### src/rtl/timed_value_checker_checkpoint_table.sv
// Checkpoint register file with parallel offset match and value compare per slot.
module timed_value_checker_checkpoint_table #(
  parameter int unsigned WIDTH = 4,
  parameter int unsigned NCHK  = 4,
  parameter int unsigned TW    = 8,
  parameter int unsigned IW    = 2
) (
  input  logic             clk,
  input  logic             reset_n,
  input  logic             we,
  input  logic [IW-1:0]    idx,
  input  logic             en,
  input  logic [TW-1:0]    offset,
  input  logic [WIDTH-1:0] exp_val,
  input  logic             check_en,
  input  logic [TW-1:0]    t,
  input  logic [WIDTH-1:0] obs_value,
  output logic [NCHK-1:0]  mismatch_c
);

  logic [NCHK-1:0]  slot_en;
  logic [TW-1:0]    slot_off [NCHK];
  logic [WIDTH-1:0] slot_exp [NCHK];
  logic             idx_ok;

  assign idx_ok = ({1'b0, idx} < (IW+1)'(NCHK));

  // Slot storage; out-of-range indices are dropped
  always_ff @(posedge clk or negedge reset_n) begin
    if (!reset_n) begin
      slot_en <= '0;
      for (int i = 0; i < NCHK; i++) begin
        slot_off[i] <= '0;
        slot_exp[i] <= '0;
      end
    end else if (we && idx_ok) begin
      slot_en[idx]  <= en;
      slot_off[idx] <= offset;
      slot_exp[idx] <= exp_val;
    end
  end

  // t never reaches period, so offsets beyond the period simply never match
  always_comb begin
    mismatch_c = '0;
    for (int i = 0; i < NCHK; i++) begin
      mismatch_c[i] = check_en && slot_en[i] && (slot_off[i] == t) && (slot_exp[i] != obs_value);
    end
  end

endmodule

### config.mk
export PLATFORM = sky130hd
export DESIGN_NAME = timed_value_checker_checkpoint_table
export DESIGN_NICKNAME = d
export VERILOG_FILES = /design/src/rtl/timed_value_checker_checkpoint_table.sv
export SDC_FILE = /design/constraint.sdc
export NUM_CORES = 1
export LEC_CHECK = 0
export CAP_MARGIN = 20
export CORE_ASPECT_RATIO = 1.75
export CORE_MARGIN = 10
export CORE_UTILIZATION = 53
export DETAILED_ROUTE_END_ITERATION = 12
export DONT_BUFFER_PORTS = 1
export HOLD_SLACK_MARGIN = 0.12
export PLACE_DENSITY = 0.68
export SLEW_MARGIN = 20
export SYNTH_ARGS = -nofsm -noshare
export SYNTH_HDL_FRONTEND = slang
export SYNTH_SLANG_ARGS = --single-unit
### constraint.sdc
create_clock -name clk -period 1.2 [get_ports clk]
set_input_delay 0.06 -clock clk [delete_from_list [all_inputs] [get_ports clk]]
set_output_delay 0.06 -clock clk [all_outputs]
set_load 0.03 [all_outputs]
---- Word level (Yosys, flattened, before mapping) ----
Cells that the tools add are included.
storage, ports and cells
  memory bits (writable) .................. 0
  bits in latches ......................... 0
  flip-flop bits (word level) ............. 52
  ROM bits ................................ 0
  output and inout bits ................... 4
  bits of input ports ..................... 31
  memories kept ........................... 0
operators by class
  divide/modulo/power cells ............... 0
  shifts and indexed selects .............. 0
  muxes and demuxes ....................... 9
  $mul .................................... 0
  equality and inequality tests ........... 8
  reductions and logical operators ........ 14
  magnitude comparators ................... 4
  bitwise operators ....................... 1
  add/subtract/negate cells ............... 0
operator list
  operator                                                                count
  32-bit bitwise mux                                                      1
  8-bit equality test                                                     4
  16-bit bitwise mux                                                      1
  8-bit demux with 2-bit select                                           1
  4-bit inequality test                                                   4
  1-bit logical AND                                                       14
  4-bit demux with 2-bit select                                           1
  8-bit 2-to-1 mux                                                        1
  4-bit bitwise mux                                                       1
  4-bit 2-to-1 mux                                                        1
  3-bit >= comparator (second input constant)                             1
  2-bit by 3-bit < comparator with 1-bit output (second input constant)   1
  3-bit by 1-bit < comparator with 1-bit output (second input constant)   1
  2-bit NOT with 3-bit output                                             1
  1-bit demux with 2-bit select                                           1
  2-bit by 1-bit >= comparator with 1-bit output (second input constant)  1
  1-bit 2-to-1 mux                                                        1

---- Depth between registers and ports, before layout ----
  word-level depth ........................ 6
  mapped depth ............................ 4
  depth with buffers taken out ............ 3

---- Worst setup path after synthesis ----
No wires, ideal clock.
  path kind ............................... reg2out
  start point ............................. register slot_off[28] (netlist name)
  end point ............................... output mismatch_c[0]
  stages on the path, launching flop included .. 4
  required time ........................... 1140 ps
  arrival time ............................ 1589 ps
  buffers on the path ..................... 0
  path slack .............................. -449 ps
  cells stage by stage .................... dfrtp_1 > xnor2_1 > nand3_1 > nor4_1
between the ends
  word-level cells in the longest chain between the ends .. 3
ends and longest elaborated chain
  item                               line  RTL
  from (decl)                        22    logic [TW-1:0] slot_off [NCHK];
  from (signal, indexed assignment)  38    slot_off[idx] <= offset;
  8-bit equality test                47    mismatch_c[i] = check_en && slot_en[i] && (slot_off[i] == t) && (slot_exp[i] != obs_value);
  1-bit logical AND (2 in series)    47
  to (decl)                          18    output logic [NCHK-1:0] mismatch_c
Every way passes these cells.

---- Final worst setup path ----
  start point ............................. register slot_exp[5] (netlist name)
  end point ............................... output mismatch_c[2]
between the ends
  word-level cells in the longest chain between the ends .. 2
ends and longest elaborated chain
  item                               line  RTL
  from (decl)                        23    logic [WIDTH-1:0] slot_exp [NCHK];
  from (signal, indexed assignment)  39    slot_exp[idx] <= exp_val;
  4-bit inequality test              47
  1-bit logical AND                  47
Every way passes these cells.

==> impl_metrics.json <==
{
  "cp_slowest_cell": "dfrtp_1",
  "cts_root_buf": "clkbuf_8",
  "cp_top_family": "flip-flops",
  "yosys_warnings": 0,
  "clkSinkCount": 52,
  "gr-usage-all-layers_pct": 14.14,
  "start_util_pct": 54.41,
  "die_x_um": 72.09,
  "critPathCaptureType": "output pin",
  "cp_common_cell": "nor4_4",
  "first_pass_iters": 4,
  "cp.arrival_ns": 1.54,
  "outcome": "finished, violations left",
  "ioPinCount": 35,
  "ant_nets": 0,
  "wl_um": 5397,
  "placedCellCount": 240,
  "start_kind": "register",
  "antenna_found_initial": 0,
  "hold_slack_ns": -0.5498,
  "rows": 33,
  "period_minus_slack_ns": 1.599,
  "crit_buf_inv": 2,
  "numPortBuffers": 0,
  "viasPerCell": 5.640,
  "p_comb_share_pct": 23.0,
  "drc": 0,
  "critical_path_class": "reg -> out",
  "core_mm2": 0.004624,
  "cts_buffers": 5,
  "pwr-share-seq_pct": 54.1,
  "netSwitchingFraction_pct": 26.47,
  "layout.cells.non_filler": 261,
  "rsz0062_at_grt": "yes",
  "max-slew-margin-rel_pct": 73.61,
  "path_clk_slew_ns": 0.09,
  "hold_class": "in -> async",
  "leakage_nw": 1.200,
  "die_h_um": 111.1,
  "grt_pass1_wl_um": 8776,
  "grt_pass1_vias": 1706,
  "synth.avg_cell_area_um2": 13.38,
  "wl_per_cell_um": 20.68,
  "worstSkewPairLatency_ns": 0.29,
  "hold_viol_final": 52,
  "synth_cells": 188,
  "power_frac_clock_pct": 22.9,
  "switching_power_w": 0.001141,
  "syn_to_final_growth_pct": 20.34,
  "p_per_area_mw_per_mm2": 1423,
  "fillers": 365,
  "htreeDepth": 2,
  "clock_skew_ns": 0,
  "synth_seq_area_share_pct": 51.72,
  "finalCritPeriodShare_pct": 133.3,
  "drv_cap": 0,
  "ys_seq_elements": 52,
  "worst_pin_slew_ns": 0.3926,
  "finish.utilization_pct": 65.48,
  "timing.fmax_mhz": 625.2,
  "drtIter0Drc": 38,
  "hold_buffers": 13,
  "grt_max_degree": 53,
  "n_antenna_cell": 0,
  "required_ns": 1.14,
  "final_area_mm2": 0.003028,
  "ys_types": 13,
  "cp_max_fo": 2,
  "cts_tree": "done",
  "vias": 1472,
  "nets": 239,
  "cpPeakStageDelay_ns": 0.42,
  "drive_above_1_share_pct": 42.58,
  "die_area_mm2": 0.008012,
  "multi_input_area_mm2": 0.001324,
  "cts_buffer_depth": 2,
  "finalSetupViolCount": 4,
  "gp_congestion": 0.8332,
  "intPower_w": 0.003168,
  "irDropWorstVdd_v": 0.0009990,
  "drv_slew": 0,
  "grt_overflow": 0,
  "path_cells": "xor2_2 > nor4_4 > buf_4 > nor4_4 > buf_6",
  "synth_nets": 219,
  "violations": "hold timing, setup timing",
  "placed_area_mm2": 0.002683,
  "setup_ws_ns": -0.3995,
  "netlist_area_mm2": 0.002516,
  "seqCellArea_mm2": 0.001301,
  "tns_ns": -1.464
}
## worst reg2reg max path: stages (launching register included)
cell     delay [ns]
dfrtp_1        0.40
buf_4          0.14
mux2_2         0.26
## layout make-up
type / count / area share [%]
tap: 52 / 2.149
timing repair buffer: 25 / 8.182
clock buffer: 8 / 2.975
multi-input combinational: 124 / 43.72
sequential: 52 / 42.98
## power groups by stage
| stage | sequential, W | clock [W] | combinational (W) |
|---|---|---|---|
| after global placement | 0.00232 | 0 | 0.000844 |
| after detailed placement | 0.00235 | 0 | 0.000870 |
| after global routing | 0.00237 | 0.00108 | 0.00108 |
| after CTS | 0.00232 | 0.00103 | 0.000961 |
| after floorplan | 0.00228 | 0 | 0.000729 |
| final | 0.00233 | 0.000985 | 0.000991 |
## placed cells by master (no fill, tap or decap)
cell type	netlist	layout
buf_12	0	1
buf_4	2	7
buf_6	1	4
clkbuf_1	8	2
clkbuf_8	0	6
dfrtp_1	52	52
dlygate4sd3_1	0	13
mux2_2	52	52
nand3_1	9	9
nand3b_1	2	2
nand4_1	4	4
nor3b_2	1	1
nor4_1	8	1
nor4_2	0	2
nor4_4	0	5
xnor2_1	32	26
xnor2_2	0	6
xor2_1	16	11
xor2_2	0	5
## metrics by stage
| stage | power [W] | setup WS [ns] |
|---|---|---|
| CTS | 0.004308 | -0.4106 |
| floorplan | 0.003014 | 0.01368 |
| finish | 0.004309 | -0.3995 |
| global placement | 0.003166 | -0.1535 |
| global route | 0.004535 | -0.4915 |
| detailed placement | 0.003219 | -0.1320 |
## cell families after synthesis
logic type / share of synthesized area (%)
DFF: 51.72
muxes: 23.27
and+or+nand+nor: 5.867
buffers and inverters: 2.436
xor gates and xnor gates: 16.71
## synthesized netlist by cell type
| library cell | number | area [um2] |
|---|---|---|
| nand3_1 | 9 | 45.04 |
| mux2_2 | 52 | 585.6 |
| buf_4 | 2 | 15.01 |
| xnor2_1 | 32 | 280.3 |
| clkbuf_1 | 8 | 30.03 |
| buf_6 | 1 | 11.26 |
| xor2_1 | 16 | 140.1 |
| nor4_1 | 8 | 50.05 |
| buf_2 | 1 | 5.000 |
| nand3b_1 | 2 | 15.01 |
| nor3b_2 | 1 | 12.51 |
| nand4_1 | 4 | 25.02 |
| dfrtp_1 | 52 | 1301 |
## final timing paths
| path | from | end | slack [ns] | depth (start not counted) |
|---|---|---|---|---|
| setup / recovery | slot_exp[5]$_DFFE_PN0P_ | mismatch_c[2] | -0.40 | 5 |
| hold / removal | reset_n | slot_en[2]$_DFFE_PN0P_ | -0.55 | 0 |
| setup reg to reg | slot_exp[13]$_DFFE_PN0P_ | slot_exp[13]$_DFFE_PN0P_ | 0.29 | 2 |
| hold reg to reg | slot_en[1]$_DFFE_PN0P_ | slot_en[1]$_DFFE_PN0P_ | 0.51 | 1 |
| max in group asynchronous | reset_n | slot_off[23]$_DFFE_PN0P_ | 1.65 | 0 |
| min in group clk | idx[1] | slot_exp[15]$_DFFE_PN0P_ | 0.19 | 3 |
## sequential cells by signal, indices dropped and copies added (netlist names)
register  cells
slot_en       4
slot_exp     16
slot_off     32
## per-layer routing
layer  vias to the layer above  part of all wire (%)  wire length [um]  track usage (%)
li1                        682                     -                 -                -
met1                       748                    34              1853            13.91
met2                        35                    57              3096            25.66
met3                         7                   6.2               332            4.391
met4                         0                   2.1               114            5.966
met5                         -                     0                 0                0
## what timing repair did
| action | in CTS | in global routing |
|---|---|---|
| setup buffers | 1 | 0 |
| hold endpoints to repair | 104 | 52 |
| pin swaps | 12 | 11 |
| gates cloned | 0 | 0 |
| gates resized for setup | 8 | 11 |
| setup endpoints to repair | 4 | 4 |
No activity file was read; power rests on OpenSTA's default activity.
